`config.mk`:
```
export PLATFORM = sky130hd
export DESIGN_NAME = fir_out_decimator
export DESIGN_NICKNAME = d
export VERILOG_FILES = /design/src/rtl/fir_out_decimator.sv
export SDC_FILE = /design/constraint.sdc
export NUM_CORES = 1
export LEC_CHECK = 0
export CAP_MARGIN = 20
export CORE_MARGIN = 3
export CORE_UTILIZATION = 53
export DETAILED_ROUTE_END_ITERATION = 10
export GPL_ROUTABILITY_DRIVEN = 0
export GPL_TIMING_DRIVEN = 0
export PLACE_DENSITY = 0.83
export SLEW_MARGIN = 20
export SYNTH_ARGS = -nofsm -noshare
export SYNTH_HDL_FRONTEND = slang
export SYNTH_SLANG_ARGS = --single-unit
```
`constraint.sdc`:
```
create_clock -name clk -period 5.4 [get_ports clk]
set_clock_uncertainty 0.15 [all_clocks]
set_input_delay 1.35 -clock clk [delete_from_list [all_inputs] [get_ports clk]]
set_output_delay 1.35 -clock clk [all_outputs]
set_load 0.05 [all_outputs]
```
`src/rtl/fir_out_decimator.sv`:
```
// Decimates the FIR output stream, scales each kept sample by right shift plus saturation,
// and buffers it in a small FIFO behind a valid/ready port. Define DEC_ROUND_EN for round-half-up.
module fir_out_decimator #(
  parameter int IN_W       = 16,
  parameter int OUT_W      = 8,
  parameter int SHIFT      = 4,
  parameter int DEC_FACTOR = 2,
  parameter int FIFO_DEPTH = 4
) (
  input  logic                          clk,
  input  logic                          res,
  input  logic                          in_valid,
  input  logic [IN_W-1:0]               in_data,
  output logic                          out_valid,
  output logic [OUT_W-1:0]              out_data,
  input  logic                          out_ready,
  output logic                          ovf,
  output logic [$clog2(FIFO_DEPTH):0]   level
);

  localparam int AW = $clog2(FIFO_DEPTH);
  localparam int LW = AW + 1;

  localparam logic [7:0]    CNT_ZERO = 8'd0;
  localparam logic [7:0]    CNT_ONE  = 8'd1;
  localparam logic [7:0]    CNT_LAST = 8'(DEC_FACTOR - 1);
  localparam logic [AW-1:0] PTR_ONE  = AW'(1);
  localparam logic [LW-1:0] LVL_ONE  = LW'(1);
  localparam logic [LW-1:0] LVL_FULL = LW'(FIFO_DEPTH);
  localparam logic [IN_W:0] SAT_MAX  = (IN_W+1)'({OUT_W{1'b1}});
`ifdef DEC_ROUND_EN
  localparam logic [IN_W:0] RND_HALF = (IN_W+1)'(1) << (SHIFT - 1);
`endif

  // Shift at IN_W+1 bits so a rounding carry survives into the saturation compare.
  function automatic logic [OUT_W-1:0] scale_sat(input logic [IN_W-1:0] x);
    logic [IN_W:0] s;
`ifdef DEC_ROUND_EN
    s = ({1'b0, x} + RND_HALF) >> SHIFT;
`else
    s = {1'b0, x} >> SHIFT;
`endif
    if (s > SAT_MAX) scale_sat = {OUT_W{1'b1}};
    else             scale_sat = s[OUT_W-1:0];
  endfunction

  logic [7:0]       cnt_q, cnt_d;
  logic [AW-1:0]    wr_ptr_q, wr_ptr_d;
  logic [AW-1:0]    rd_ptr_q, rd_ptr_d;
  logic [LW-1:0]    level_q, level_d;
  logic             ovf_q, ovf_d;
  logic [OUT_W-1:0] mem_q [FIFO_DEPTH];

  logic             vld_p0;
  logic [OUT_W-1:0] samp_p0;
  logic             full, pop, push;

  // Stage p0: decimation select and scaling, combinational on the input sample
  assign vld_p0  = in_valid && (cnt_q == CNT_ZERO);
  assign samp_p0 = scale_sat(in_data);

  assign full = (level_q == LVL_FULL);
  assign pop  = out_valid && out_ready;
  assign push = vld_p0 && (!full || pop);

  always_comb begin
    cnt_d    = cnt_q;
    wr_ptr_d = wr_ptr_q;
    rd_ptr_d = rd_ptr_q;
    level_d  = level_q;
    ovf_d    = ovf_q;
    if (in_valid) cnt_d = (cnt_q == CNT_LAST) ? CNT_ZERO : cnt_q + CNT_ONE;
    if (push) wr_ptr_d = wr_ptr_q + PTR_ONE;
    if (pop)  rd_ptr_d = rd_ptr_q + PTR_ONE;
    if (vld_p0 && full && !pop) ovf_d = 1'b1;
    case ({push, pop})
      2'b10:   level_d = level_q + LVL_ONE;
      2'b01:   level_d = level_q - LVL_ONE;
      default: level_d = level_q;
    endcase
  end

  always_ff @(posedge clk) begin
    if (res) begin
      cnt_q    <= CNT_ZERO;
      wr_ptr_q <= '0;
      rd_ptr_q <= '0;
      level_q  <= '0;
      ovf_q    <= 1'b0;
    end else begin
      cnt_q    <= cnt_d;
      wr_ptr_q <= wr_ptr_d;
      rd_ptr_q <= rd_ptr_d;
      level_q  <= level_d;
      ovf_q    <= ovf_d;
    end
  end

  // Stage p1: FIFO storage; contents are don't-care until level says otherwise
  always_ff @(posedge clk) begin
    if (push) mem_q[wr_ptr_q] <= samp_p0;
  end

  assign out_valid = (level_q != '0);
  assign out_data  = out_valid ? mem_q[rd_ptr_q] : '0;
  assign ovf       = ovf_q;
  assign level     = level_q;

endmodule

```
==> impl_metrics.toml, run 1 <==
[outcome]
status = "complete, no violations"

[sta]
final-max-slew-violation-count = 0
finalCritPeriodShare_pct = 72.10
tns_ns = 0
layout_min_cycle_time_ns = 3.894
setup_ws_ns = 1.506
relSlewSlack_pct = 43.81
grt_setup_unrepaired = "false"
finalHoldViolations = 0
worst_pin_slew_ns = 0.8359
fmax_ghz = 0.2568
setup_violations = 0
hold_ws_ns = 0.3664

[cts]
root_buffer = "clkbuf_8"
cts-buffers-inserted = 5
clk_pin_slew_ns = 0.08
clkSinkCount = 50
insertion_delay_ns = 0.30
htreeDepth = 2
clk_path_buf_depth = 2
cts_resized = 0
cts_setup_buffers = 0
postCtsHoldBufs = 0
cts_tree = "built"

[logic_synthesis]
synth.top_cells.by_area = "edfxtp_1 44%, dfxtp_1 16%, mux4_2 8.2%, ha_1 4.6%, xor2_1 2.8%"
synth.net_count = 191
postSynthAreaPerCell_um2 = 13.54
netlist_area_um2 = 2193
ys_seq_area_share_pct = 60.24
ys_seq_elements = 50
syn-instance-count = 162
synth_top_cell_by_area = "edfxtp_1"
synth_top_cell_area_share_pct = 43.81
synth_warnings = 0
synth-main-ff-cell = "edfxtp_1"
synth.top_cells.by_count = "32 x edfxtp_1, 18 x dfxtp_1, 12 x nor2_1"
synth_edf_count = 32
yosysMostFrequentCell = "edfxtp_1"
ys_async_sr_fraction_pct = 0
synth.distinct_cells = 34

[layout]
final_util_pct = 68.87
stdcell_count = 244
num_antenna_cells = 0
stdcell_area_um2 = 2635
finalNetCount = 224
fillers = 279
synthToLayoutAreaGrowth_pct = 20.14
drive_above_1_share_pct = 11.73

[pwr]
max-vdd-ir-drop_v = 0.0003124
power_leakage_nw = 0.8739
power_mw = 1.273
power_density_nw_per_um2 = 483.0

[detailed_routing]
wl_mm = 3.788
post-route-drc-count = 0
ant_nets = 0
vias = 1372
vias_per_cell = 5.623
dr.pass1.iters = 4
wire_per_inst_um = 15.52
drtIter0Drc = 73

[floorplan]
die_h_um = 70.33
die_x_um = 70.33
boundaryPins = 33
die-area_um2 = 4946
coreArea_um2 = 3826
initial_core_util_pct = 57.33
core.rowCount = 22

[global_routing]
grt_pass1_wl_mm = 6.203
grt_overflow = 0
antenna_found_initial = 0
grt_start_max_net_pins = 16
grt_pass1_vias = 1352
track_usage_pct = 16.46

[critical_path]
cp_max_fo = 5
crit_chain = "clkdlybuf4s50_1 > nor4b_1 > nor3_2 > inv_1 > ha_1 > inv_1 > fa_1 > xor2_1 > or3_1 > a21oi_1"
max_stage_delay_ns = 0.69
critPathKind = "input pin to register"
start_kind = "input pin"
end_kind = "register"
path_buf_inv = 3
critPathArrivalTime_ns = 3.98
cp_common_cell = "inv_1"
worstPathRequired_ns = 5.48
crit_family = "simple AND/OR/NAND/NOR gates"
crit_slowest_cell = "nor4b_1"

[place]
dp_slack_ns = 1.205
port_buffers = 26
dpl.hpwl_mm = 2.705
dp.cells = 236
detailed_place.area_um2 = 2520

[worst_hold_path]
hold_path_class = "register to register"

[flow_run]
max-cap-violations = 0
==> worst paths after layout <==
check,start,end,slack (ns),cells past startpoint
max,out_ready,level[2],1.51,10
min,ovf,ovf,0.37,2
max reg2reg,level[2],level[2],2.57,9
min reg2reg,ovf,ovf,0.37,2
==> registers in the layout (all words and copies together), names as in the netlist, named ones only <==
register  count
cnt_q         8
level         3
mem_q        32
ovf           1
rd_ptr_q      2
wr_ptr_q      2
==> metal layers <==
metal  global-route usage (%)  vias up  part of all wire (%)
li1                         -      663                     -
met1                    17.41      658                    36
met2                    29.52       42                    56
met3                    5.612        9                   6.1
met4                    6.809        0                   2.0
met5                        0        -                     0
==> layout by cell type (no fill, tap or decap), drive strengths merged, types with 2 or more instances in the layout <==
cell type	instances
mux4	8
edfxtp	32
nor2	12
inv	10
buf	2
xor2	7
or4b	3
o31ai	3
nor3	3
nand2	2
or2b	2
ha	8
nand3	2
a21oi	7
o21ai	4
nor4b	3
and2	4
dfxtp	18
nand4	5
clkbuf	8
clkdlybuf4s50	26
nor2b	8
nand2b	6
or3	4
==> tightest hold or removal path, cell delays in order, from the launching register on <==
cell and delay [ns]:
dfxtp_1 0.33, a31oi_1 0.05, nor2_1 0.10
==> cell families (layout without fill, tap and decap cells) <==
| family | Yosys count | after routing | share of synthesized area (%) |
|---|---|---|---|
| AO/OA/AOI/OAI | 17 | 17 | 4.621 |
| XOR/XNOR | 8 | 8 | 3.195 |
| adder cells (fa/ha/maj) | 9 | 9 | 5.477 |
| buffers and inverters | 14 | 48 | 2.624 |
| flip-flops | 50 | 50 | 60.24 |
| multiplexers | 9 | 9 | 8.671 |
| AND/OR/NAND/NOR | 55 | 55 | 15.17 |
==> where the power goes <==
group	leakage, nW	internal [mW]	switching (mW)
clock	0.0514	0.138	0.115
sequential	0.430	0.435	0.0258
combinational	0.393	0.204	0.355
==> cell type report <==
cell class / count / area (um^2) / area share [%]
buffer: 4 / 20.02 / 0.7597
inverter: 10 / 37.54 / 1.424
clock inverter: 2 / 37.54 / 1.424
timing repair buffer: 26 / 260.3 / 9.877
multi-input combinational: 98 / 825.8 / 31.34
clock buffer: 6 / 72.57 / 2.754
sequential: 50 / 1321 / 50.14
tap: 48 / 60.06 / 2.279
Note: power is estimated with default switching activity, not from simulation.
==> inputs of run 2 (changes only) <==
Settings changed: CORE_UTILIZATION 53 to 48, PLACE_DENSITY 0.83 to 0.8.
Clock period 5.4 ns to 3.5 ns, I/O delays scaled along.
==> impl_metrics.toml, run 2 (synthesis gave the netlist of run 1 again) <==
[sta]
hold_ws_ns = 0.3682
grt_setup_unrepaired = "false"
relSlewSlack_pct = 40.40
finalHoldViolations = 0
fmax_ghz = 0.2983
final-max-slew-violation-count = 0
finalCritPeriodShare_pct = 95.79
layout_min_cycle_time_ns = 3.353
worst_pin_slew_ns = 0.8866
setup_violations = 0

[cts]
clk_path_buf_depth = 2
postCtsHoldBufs = 0
cts_tree = "built"
insertion_delay_ns = 0.30
cts-buffers-inserted = 5
clkSinkCount = 50
cts_setup_buffers = 0
clk_pin_slew_ns = 0.09
root_buffer = "clkbuf_8"
htreeDepth = 2

[critical_path]
critPathArrivalTime_ns = 2.33
worstPathRequired_ns = 2.47
max_stage_delay_ns = 0.74
crit_chain = "buf_2 > mux4_2 > nor2b_1 > clkdlybuf4s50_1"
path_buf_inv = 2
critPathKind = "register to primary output"
crit_family = "buffers and inverters"
crit_slowest_cell = "clkdlybuf4s50_1"
start_kind = "register"
cp_max_fo = 8
end_kind = "primary output"

[floorplan]
die-area_um2 = 5416
die_x_um = 73.60
die_h_um = 73.60
core.rowCount = 23
boundaryPins = 33
coreArea_um2 = 4202
initial_core_util_pct = 52.20

[pwr]
max-vdd-ir-drop_v = 0.0003638
power_leakage_nw = 0.8749
power_density_nw_per_um2 = 752.0

[global_routing]
grt_overflow = 0
grt_start_max_net_pins = 16
grt_pass1_wl_mm = 6.541
track_usage_pct = 16.10
antenna_found_initial = 0
grt_pass1_vias = 1421

[layout]
largest_reg_flops = 32
num_antenna_cells = 0
final_util_pct = 62.92
layout_common_cells = "32 x edfxtp_1, 26 x clkdlybuf4s50_1, 18 x dfxtp_1, 12 x nor2_1, 10 x inv_1"
largest_register = "mem_q"
fillers = 304
drive_above_1_share_pct = 12.24
synthToLayoutAreaGrowth_pct = 20.54
final_common_cell = "edfxtp_1"
finalNetCount = 224

[outcome]
status = "complete, no violations"

[detailed_routing]
dr.pass1.iters = 4
vias_per_cell = 5.528
post-route-drc-count = 0
wl_mm = 4.051
vias = 1360
drtIter0Drc = 84
wire_per_inst_um = 16.47
ant_nets = 0

[worst_hold_path]
hold_path_class = "register to register"

[place]
dpl.hpwl_mm = 2.976
port_buffers = 26

[flow_run]
max-cap-violations = 0
[run 2: area by class of cell]
cell class              instances  area, um^2  area share (%)
plain buffers                   4       20.02          0.7572
clock buffers                   6       72.57           2.745
clock inverters                 2       37.54           1.420
inverters                      10       37.54           1.420
multi-input cells              98       832.0           31.47
flip-flops and latches         50        1321           49.98
well taps                      50       62.56           2.366
repair buffers                 26       260.3           9.844
[run 2: routing by layer]
| metal | GRT usage (%) | wire [um] |
|---|---|---|
| met5 | 0 | 0 |
| met4 | 5.634 | 66 |
| met3 | 2.873 | 139 |
| met2 | 30.31 | 2277 |
| met1 | 17.93 | 1568 |
[run 2: final timing paths]
kind | startpoint | to | slack [ns] | cells past startpoint
worst max-delay path | register | out_data[4] | 0.15 | 4
worst min-delay path | ovf | ovf | 0.37 | 2
worst max register to register | cnt_q[0] | level[2] | 0.85 | 11
worst min register to register | ovf | ovf | 0.37 | 2
[run 2: repair_timing]
item / CTS / global route
setup endpoints to repair: 9 / 1
resized for setup: 1 / 1
pin swaps: 0 / 0
[run 2: power breakdown]
group | switching (mW) | internal, mW | total [mW]
Clock | 0.183 | 0.213 | 0.396
Combinational | 0.562 | 0.316 | 0.878
Sequential | 0.0425 | 0.671 | 0.714
[run 2: through the flow]
step                      cell area (um^2)  total power [mW]  std cells  setup WS, ns  setup TNS, ns
after floorplan                       2193             1.326        162        0.5590              0
after global routing                  2644             2.082        246       0.05739              0
after CTS                             2638             2.001        246       0.03142              0
after global placement                2516             1.572        238       -0.1314        -0.1314
after detailed placement              2522             1.607        238       -0.2773        -0.3234
final                                 2644             1.988        246        0.1472              0
[run 2: worst min-delay path, cell delays in order (launching register included)]
cell and delay (ns):
dfxtp_1 0.35, a31oi_1 0.05, nor2_1 0.09
